`src/rtl/bdi_pkg.sv`:
```
// Shared base-delta-immediate definitions: encodings, payload sizes, segment counts, packer FSM states.
package bdi_pkg;

  localparam int unsigned LINE_W = 256;
  localparam int unsigned SEG_W  = 32;
  localparam int unsigned ID_W   = 8;
  localparam int unsigned ENC_W  = 3;
  localparam int unsigned NSEG_W = 4;
  localparam int unsigned BEAT_W = 3;

  typedef logic [ENC_W-1:0] enc_t;

  localparam enc_t ENC_RAW  = 3'd0;
  localparam enc_t ENC_B8D1 = 3'd1;
  localparam enc_t ENC_B8D2 = 3'd2;
  localparam enc_t ENC_B8D4 = 3'd3;
  localparam enc_t ENC_B4D1 = 3'd4;
  localparam enc_t ENC_B4D2 = 3'd5;
  localparam enc_t ENC_B2D1 = 3'd6;
  localparam enc_t ENC_ZERO = 3'd7;

  typedef enum logic [1:0] {
    ST_IDLE = 2'd0,
    ST_HDR  = 2'd1,
    ST_DATA = 2'd2
  } state_t;

  // Header word layout; total width equals SEG_W
  typedef struct packed {
    logic [15:0]       rsvd;
    logic [ID_W-1:0]   id;
    logic [NSEG_W-1:0] nseg;
    logic              pad;
    enc_t              enc;
  } hdr_t;

  function automatic int unsigned size_bits(enc_t enc);
    case (enc)
      ENC_RAW:  return 256;
      ENC_B8D1: return 96;
      ENC_B8D2: return 128;
      ENC_B8D4: return 192;
      ENC_B4D1: return 96;
      ENC_B4D2: return 160;
      ENC_B2D1: return 144;
      default:  return 0;
    endcase
  endfunction

  function automatic logic [NSEG_W-1:0] nseg(enc_t enc);
    return NSEG_W'((size_bits(enc) + SEG_W - 1) / SEG_W);
  endfunction

  // Keeps only the payload bits of a beat that lie below the encoded size
  function automatic logic [SEG_W-1:0] beat_mask(enc_t enc, logic [BEAT_W-1:0] beat);
    logic [SEG_W-1:0] m;
    int unsigned base;
    base = SEG_W * 32'(beat);
    m = '0;
    for (int unsigned i = 0; i < SEG_W; i++) begin
      m[i] = (base + i) < size_bits(enc);
    end
    return m;
  endfunction

endpackage

```
`src/rtl/bdi_line_packer.sv`:
```
// Serialises one compressed line into a header word plus payload words, one line buffered.
// Optional feature macro: BDI_PACK_STATS_EN adds saturating line/word counters.
module bdi_line_packer
  import bdi_pkg::*;
(
  input  logic              clock,
  input  logic              reset_n,
  input  logic              in_valid,
  output logic              in_ready,
  input  logic [ENC_W-1:0]  in_enc,
  input  logic [LINE_W-1:0] in_line,
  output logic              seg_valid,
  input  logic              seg_ready,
  output logic [SEG_W-1:0]  seg_data,
  output logic              seg_first,
`ifdef BDI_PACK_STATS_EN
  output logic [31:0]       stat_lines,
  output logic [31:0]       stat_words,
`endif
  output logic              seg_last
);

  state_t              state_q, state_d;
  logic [LINE_W-1:0]   line_q, line_d;
  enc_t                enc_q, enc_d;
  logic [NSEG_W-1:0]   nseg_q, nseg_d;
  logic [BEAT_W-1:0]   beat_q, beat_d;
  logic [ID_W-1:0]     id_q, id_d;
  logic                seg_valid_q, seg_valid_d;
  logic [SEG_W-1:0]    seg_data_q, seg_data_d;
  logic                seg_first_q, seg_first_d;
  logic                seg_last_q, seg_last_d;

  logic                seg_hs_c, line_done_c, accept_c, next_last_c;
  logic [BEAT_W-1:0]   next_beat_c;
  logic [SEG_W-1:0]    next_word_c;
  hdr_t                hdr_c;

  assign seg_hs_c    = seg_valid_q & seg_ready;
  assign line_done_c = seg_hs_c & seg_last_q;
  assign in_ready    = (state_q == ST_IDLE) | line_done_c;
  assign accept_c    = in_valid & in_ready;

  // Beat that follows the current segment: first payload word after the header
  assign next_beat_c = (state_q == ST_HDR) ? '0 : BEAT_W'(beat_q + BEAT_W'(1));
  assign next_word_c = SEG_W'(line_q >> (SEG_W * 32'(next_beat_c))) & beat_mask(enc_q, next_beat_c);
  assign next_last_c = (NSEG_W'(next_beat_c) + NSEG_W'(1)) == nseg_q;

  always_comb begin
    state_d     = state_q;
    line_d      = line_q;
    enc_d       = enc_q;
    nseg_d      = nseg_q;
    beat_d      = beat_q;
    id_d        = id_q;
    seg_valid_d = seg_valid_q;
    seg_data_d  = seg_data_q;
    seg_first_d = seg_first_q;
    seg_last_d  = seg_last_q;

    if (state_q != ST_IDLE && seg_hs_c) begin
      if (seg_last_q) begin
        id_d        = id_q + ID_W'(1);
        state_d     = ST_IDLE;
        seg_valid_d = 1'b0;
        seg_data_d  = '0;
        seg_first_d = 1'b0;
        seg_last_d  = 1'b0;
      end else begin
        state_d     = ST_DATA;
        beat_d      = next_beat_c;
        seg_data_d  = next_word_c;
        seg_first_d = 1'b0;
        seg_last_d  = next_last_c;
      end
    end

    // Header uses the id after any completion in this same cycle
    hdr_c = '{rsvd: 16'h0, id: id_d, nseg: nseg(in_enc), pad: 1'b0, enc: in_enc};

    if (accept_c) begin
      state_d     = ST_HDR;
      line_d      = in_line;
      enc_d       = in_enc;
      nseg_d      = nseg(in_enc);
      beat_d      = '0;
      seg_valid_d = 1'b1;
      seg_data_d  = hdr_c;
      seg_first_d = 1'b1;
      seg_last_d  = (nseg(in_enc) == '0);
    end
  end

  always_ff @(posedge clock or negedge reset_n) begin
    if (!reset_n) begin
      state_q     <= ST_IDLE;
      line_q      <= '0;
      enc_q       <= '0;
      nseg_q      <= '0;
      beat_q      <= '0;
      id_q        <= '0;
      seg_valid_q <= 1'b0;
      seg_data_q  <= '0;
      seg_first_q <= 1'b0;
      seg_last_q  <= 1'b0;
    end else begin
      state_q     <= state_d;
      line_q      <= line_d;
      enc_q       <= enc_d;
      nseg_q      <= nseg_d;
      beat_q      <= beat_d;
      id_q        <= id_d;
      seg_valid_q <= seg_valid_d;
      seg_data_q  <= seg_data_d;
      seg_first_q <= seg_first_d;
      seg_last_q  <= seg_last_d;
    end
  end

  assign seg_valid = seg_valid_q;
  assign seg_data  = seg_data_q;
  assign seg_first = seg_first_q;
  assign seg_last  = seg_last_q;

`ifdef BDI_PACK_STATS_EN
  logic [31:0] stat_lines_q, stat_lines_d;
  logic [31:0] stat_words_q, stat_words_d;

  // Saturating activity counters
  always_comb begin
    stat_lines_d = stat_lines_q;
    stat_words_d = stat_words_q;
    if (line_done_c && stat_lines_q != '1) stat_lines_d = stat_lines_q + 32'd1;
    if (seg_hs_c && stat_words_q != '1)    stat_words_d = stat_words_q + 32'd1;
  end

  always_ff @(posedge clock or negedge reset_n) begin
    if (!reset_n) begin
      stat_lines_q <= '0;
      stat_words_q <= '0;
    end else begin
      stat_lines_q <= stat_lines_d;
      stat_words_q <= stat_words_d;
    end
  end

  assign stat_lines = stat_lines_q;
  assign stat_words = stat_words_q;
`endif

endmodule

```
`config.mk`:
```
export PLATFORM = sky130hd
export DESIGN_NAME = bdi_line_packer
export DESIGN_NICKNAME = d
export VERILOG_FILES = /design/src/rtl/bdi_pkg.sv /design/src/rtl/bdi_line_packer.sv
export SDC_FILE = /design/constraint.sdc
export NUM_CORES = 1
export LEC_CHECK = 0
export BUFFER_PORTS_ARGS = -buffer_cell sky130_fd_sc_hd__buf_2
export CAP_MARGIN = 20
export CELL_PAD_IN_SITES_DETAIL_PLACEMENT = 0
export CELL_PAD_IN_SITES_GLOBAL_PLACEMENT = 1
export CORE_MARGIN = 1.5
export CORE_UTILIZATION = 41
export CTS_CLUSTER_DIAMETER = 200
export CTS_CLUSTER_SIZE = 12
export DETAILED_ROUTE_END_ITERATION = 10
export GPL_TIMING_DRIVEN = 0
export PLACE_DENSITY_LB_ADDON = 0.1
export SLEW_MARGIN = 0
export SYNTH_ARGS = -nofsm -noshare
export SYNTH_HDL_FRONTEND = slang
export SYNTH_SLANG_ARGS = --single-unit
```
`constraint.sdc`:
```
create_clock -name clock -period 3.55 [get_ports clock]
set_clock_uncertainty 0.05 [all_clocks]
set_input_delay 0.1775 -clock clock [delete_from_list [all_inputs] [get_ports clock]]
set_output_delay 0.1775 -clock clock [all_outputs]
set_load 0.02 [all_outputs]
```
==> metrics.yaml, run 1 <==
outcome:
  outcome: "finished clean"
worst_setup_path:
  critPathArrivalTime_ps: 3800
  end_kind: "flip-flop"
  path_class: "reg -> reg"
  path_delay_family: "compound AO/OA/AOI/OAI gates"
  max_stage_delay_ps: 490
  cp_slowest_cell: "dfrtp_2"
  cp_data_required_time_ps: 3940
  cp-start-kind: "flip-flop"
  path_cells: "ha_2 -> nand2_4 -> inv_1 -> buf_2 -> buf_4 -> ha_1 -> nand2_1 -> o31ai_1 -> a21o_4 -> clkbuf_4 -> a221oi_4 -> a221o_1"
  critPathMaxFanout: 11
  path_buf_inv: 4
cells_and_area:
  register_area_sq_um: 7760
  multiInputGateArea_sq_um: 6030
  area_growth_pct: 39.0
  postLayoutCellArea_sq_um: 19800
  nFillCells: 3243
  final_util: 0.575
  finalNonFillerCells: 2686
  layout-drive-gt1-share: 0.183
  final_nets: 2501
grt:
  grt_pass1_vias: 13829
  antenna_found_initial: 1
  overflow: 0
  track_usage: 0.302
  grt_pass1_wl_um: 81300
  grt_max_degree: 116
placement:
  dp.cells: 2395
  place_congestion: 0.906
  dp_hpwl_um: 38900
  io_buffers: 296
  dpl_cell_area_sq_um: 16300
routing:
  routedWlPerCell_um: 20.2
  drcViolationCount: 0
  first_iter_violations: 1246
  via_per_inst: 5.19
  vias: 13928
  routed_wl_um: 54300
  dr.pass1.iters: 5
  drt.antenna.violating_nets: 0
power_and_ir_drop:
  irDropWorstVdd_mv: 0.451
  p_per_area_nw_per_um2: 892
  p_leak_nw: 10.2
floorplanning:
  ios: 299
  core-area_sq_um: 34400
  rows: 68
  die_h_um: 189
  die_area_sq_um: 35800
  die_w_um: 189
  start_util: 0.414
clock_network:
  numCtsBuffers: 29
  cts_tree: "done"
  cts.root.buffer_cell: "clkbuf_16"
  cts_sinks: 310
  clockBufferDepth: 3
  cts_max_level: 1
  clkTransAtPathRegs_ps: 60
  clock_latency_ps: 560
timing:
  min_period_over_period: 0.961
  slew_headroom: 0.326
  tns_ps: 0
  finalSetupViolations: 0
  drv_slew: 0
  grt_setup_unrepaired: "no"
  fmax_mhz: 293
  finalHoldViolations: 0
  min_period_ps: 3410
  timing.hold.ws_ps: 174
  tightest_slew_ps: 1010
synth:
  yosysSeqAreaShare: 0.545
  synth_fp_nets: 1913
  async_flop_share: 1.00
  ys_types: 60
  syn-mean-instance-area_sq_um: 8.66
  synthCells: 1642
  synthesis.area_sq_um: 14200
  synth_edf_count: 0
  ys.flop_type: "dfrtp_1"
  yosys_warnings: 0
  synth_top_area_cell: "dfrtp_1"
  synth_top_area_share: 0.545
  ys_seq_elements: 310
  ys_top_cells_by_area: "dfrtp_1 55%, nand2_1 22%, o21ai_0 2.3%, a221oi_1 2.2%, mux2_2 2.1%"
job:
  cap_viol_max_count: 0
hold_path:
  hold_path_class: "in -> async"
==> layout by cell type (no fill, tap or decap), drive strengths merged, types with 11 or more instances in the layout <==
master | Yosys | layout
o32a | 16 | 16
a221oi | 38 | 38
o21ai | 69 | 69
dlygate4sd3 | 0 | 261
a21oi | 13 | 13
buf | 35 | 329
and3 | 43 | 43
a211oi | 34 | 34
dfrtp | 310 | 310
nand2 | 820 | 820
mux2 | 27 | 27
nor2 | 37 | 37
clkbuf | 78 | 110
xnor2 | 11 | 11
==> registers in the layout (all words and copies together) (netlist names) <==
signal	cells
id_q	8
seg_last	1
seg_data	32
enc_q	3
line_q	256
state_q	2
seg_valid	1
nseg_q	4
beat_q	3
==> per-layer routing <==
metal / wire, um / vias to the layer above / GRT usage / part of all wire
li1: - / 6575 / - / -
met1: 24700 / 6758 / 0.439 / 0.46
met2: 24200 / 517 / 0.468 / 0.45
met3: 3860 / 78 / 0.0445 / 0.071
met4: 1550 / 0 / 0.0870 / 0.028
met5: 0 / - / 0 / 0
==> final cells by class <==
type / count / area share
clock inverters: 1 / 0.000443
diodes: 1 / 0.000127
multi-input cells: 1213 / 0.305
plain buffers: 111 / 0.0244
clock buffers: 30 / 0.0374
repair buffers: 559 / 0.210
inverters: 6 / 0.00114
flip-flops and latches: 310 / 0.392
well taps: 455 / 0.0288
==> worst reg2reg max path, stage by stage (launching register included) <==
cell	delay [ps]
dfrtp_2	490
ha_2	430
nand2_4	150
inv_1	130
buf_2	250
buf_4	270
ha_1	160
nand2_1	60
o31ai_1	340
a21o_4	250
clkbuf_4	280
a221oi_4	80
a221o_1	340
==> final timing paths <==
kind	startpoint	cells past startpoint	endpoint	slack, ps
hold / removal	reset_n	2	line_q[233]$_DFFE_PN0P_	170
hold reg to reg	line_q[185]$_DFFE_PN0P_	2	line_q[185]$_DFFE_PN0P_	420
min in group clock	in_valid	4	seg_data[12]$_DFFE_PN0P_	270
setup / recovery	beat_q[0]$_DFFE_PN0P_	12	seg_data[15]$_DFFE_PN0P_	140
max in group asynchronous	reset_n	4	line_q[178]$_DFFE_PN0P_	1770
setup reg to reg	beat_q[0]$_DFFE_PN0P_	12	seg_data[15]$_DFFE_PN0P_	140
==> synth_stat cells, types with 8 or more instances <==
master    instances
buf_2            27
ha_1              8
mux2_2           27
o32a_1           16
a22oi_1          10
a211oi_1         34
o21ai_0          64
nand2_1         819
clkbuf_1         78
a221oi_1         36
and3_1           43
mux2i_1          10
xnor2_1          11
dfrtp_1         310
nor2_1           36
a21oi_1          13
==> kinds of logic (layout without fill, tap and decap cells) <==
kind of cell | count (synthesis) | count (layout) | share of synthesized area
mux | 38 | 38 | 0.0300
other cells | 0 | 1 | 0
simple gates | 933 | 933 | 0.261
flops | 310 | 310 | 0.545
buf+inv | 119 | 707 | 0.0356
fa+ha+maj | 8 | 8 | 0.00704
compound gates | 219 | 219 | 0.111
xor+xnor | 15 | 15 | 0.00976
==> stage by stage <==
| stage | total power, mW | worst slack [ps] |
|---|---|---|
| floorplan | 11.2 | 643 |
| CTS | 17.6 | -110 |
| global placement | 14.3 | -3830 |
| detailed placement | 14.5 | -560 |
| global route | 18.8 | 40.6 |
| finish | 17.6 | 138 |
==> what timing repair did <==
action / CTS / global route
endpoints found under the setup margin: 25 / 25
cloned: 0 / 0
gates resized for setup: 8 / 9
pin swaps: 1 / 0
hold buffers: 261 / 0
setup buffers: 0 / 0
endpoints found under the hold margin: 368 / 0
==> power by group <==
group          switching [mW]  internal (mW)  leakage (nW)
Combinational            5.62           3.07          5.91
Sequential               1.01           5.16          3.88
Clock                    1.33           1.46         0.369
(Power assumes the default switching activity.)
==> run 2, diff against run 1 <==
- CORE_UTILIZATION: 41 -> 40
- PLACE_DENSITY: not set -> 0.88
- PLACE_DENSITY_LB_ADDON: 0.1 -> not set
==> metrics.yaml, run 2 (synthesis results as in run 1) <==
timing:
  timing.hold.ws_ps: 153
  fin_ws_ps: 79.2
  finalHoldViolations: 0
  min_period_over_period: 0.978
  finalSetupViolations: 0
  tightest_slew_ps: 991
  drv_slew: 0
  min_period_ps: 3470
  fmax_mhz: 288
  slew_headroom: 0.332
floorplanning:
  die_h_um: 192
  die_w_um: 192
  core-area_sq_um: 34800
  rows: 68
  die_area_sq_um: 36700
  ios: 299
  start_util: 0.409
cells_and_area:
  area_growth_pct: 39.0
  nFillCells: 3150
  antenna_cells: 0
  final_cell_mix: "818 x nand2_1, 319 x buf_2, 309 x dfrtp_1"
  layout-drive-gt1-share: 0.182
  final_nets: 2502
  top_register: "line_q"
  largest_register_ffs: 256
  final_common_cell: "nand2_1"
worst_setup_path:
  cp_data_required_time_ps: 3940
  critPathMaxFanout: 11
  r2r_slack_ps: 80
  reg2reg_depth: 12
  r2r_start: "state_q[1]$_DFFE_PN0P_"
  r2r-end: "seg_data[15]$_DFFE_PN0P_"
  cp-start-kind: "flip-flop"
  critPathArrivalTime_ps: 3860
  path_class: "reg -> reg"
  end_kind: "flip-flop"
placement:
  dpl_worst_slack_ps: -458
  io_buffers: 296
  dp_hpwl_um: 39600
  place_congestion: 0.919
grt:
  grt_max_degree: 123
  grt_pass1_wl_um: 82300
  grt_pass1_vias: 14389
  track_usage: 0.300
  overflow: 0
  antenna_found_initial: 0
clock_network:
  clockBufferDepth: 3
  cts_tree: "done"
  clkTransAtPathRegs_ps: 60
  cts_max_level: 1
  numCtsBuffers: 29
  cts_sinks: 310
  postCtsSetupBuffers: 0
  cts.root.buffer_cell: "clkbuf_16"
  clock_latency_ps: 570
outcome:
  outcome: "finished clean"
routing:
  vias: 14385
  drt.antenna.violating_nets: 0
  routed_wl_um: 55400
  drcViolationCount: 0
  via_per_inst: 5.36
  dr.pass1.iters: 5
  routedWlPerCell_um: 20.6
  first_iter_violations: 1222
power_and_ir_drop:
  p_per_area_nw_per_um2: 893
  p_leak_nw: 10.2
  irDropWorstVdd_mv: 0.459
job:
  cap_viol_max_count: 0
hold_path:
  hold_path_class: "in -> async"
## run 2: cell count changes in the layout (fill, tap and decap cells not counted), sizes merged
cell    before  now
clkbuf     110  109
diode        1    0
buf        329  331
## run 2: layer usage
layer	share of wire	track usage
met1	0.42	0.414
met4	0.037	0.115
met5	0	0
met3	0.084	0.0448
met2	0.46	0.477
## run 2: area by class of cell
cell class,instances,area (sq um),share of cell area
Buffer,112,485,0.0246
Clock buffer,30,739,0.0374
Clock inverter,1,8.76,0.000443
Inverter,6,22.5,0.00114
Multi-Input combinational cell,1213,6030,0.305
Sequential cell,310,7760,0.392
Tap cell,455,569,0.0288
Timing Repair Buffer,559,4160,0.210
## run 2: worst max-delay path by stage
stage          slack, ps                   start  depth (start not counted)                       end
6_report              80  state_q[1]$_DFFE_PN0P_                         12  seg_data[15]$_DFFE_PN0P_
5_1_grt               -1  state_q[0]$_DFFE_PN0P_                         12  seg_data[15]$_DFFE_PN0P_
4_1_cts              -50   beat_q[0]$_DFFE_PN0P_                         13  seg_data[15]$_DFFE_PN0P_
3_5_place_dp        -460   beat_q[0]$_DFFE_PN0P_                         12  seg_data[15]$_DFFE_PN0P_
3_3_place_gp       -3580                 reset_n                          1   line_q[217]$_DFFE_PN0P_
2_1_floorplan        640   beat_q[0]$_DFFE_PN0P_                         12  seg_data[11]$_DFFE_PN0P_
## run 2: what timing repair did
item                       in CTS  in global routing
setup endpoints to repair      19                 15
hold buffers                  261                  0
hold endpoints to repair      351                  0
resized for setup               8                  6
pin swaps                       1                  0
## run 2: stage by stage
| step | power, mW | TNS [ps] | std cells | utilization | cell area [sq um] |
|---|---|---|---|---|---|
| 6_report | 17.7 | 0 | 2686 | 0.568 | 19800 |
| 5_1_grt | 18.8 | -1.47 | 2686 | 0.568 | 19800 |
| 4_1_cts | 17.4 | -53.4 | 2687 | 0.567 | 19700 |
| 2_1_floorplan | 11.2 | 0 | 1642 | - | 14200 |
| 3_3_place_gp | 14.2 | -1103450 | 2393 | 0.468 | 16300 |
| 3_5_place_dp | 14.4 | -4360 | 2395 | 0.470 | 16300 |
## run 2: where the power goes
group | switching (mW) | leakage (nW) | internal, mW
registers | 1.02 | 3.88 | 5.16
logic | 5.66 | 5.92 | 3.07
clock network | 1.29 | 0.369 | 1.45
total | 7.98 | 10.2 | 9.69
## run 2: worst max-delay path, stage by stage, from the launching register on
cell	delay, ps
dfrtp_1	470
and2b_2	350
nor2_4	170
buf_4	270
buf_6	220
buf_2	300
ha_1	220
nor2_1	50
o31ai_1	290
a21o_4	260
clkbuf_4	280
a221oi_4	70
a221o_1	340
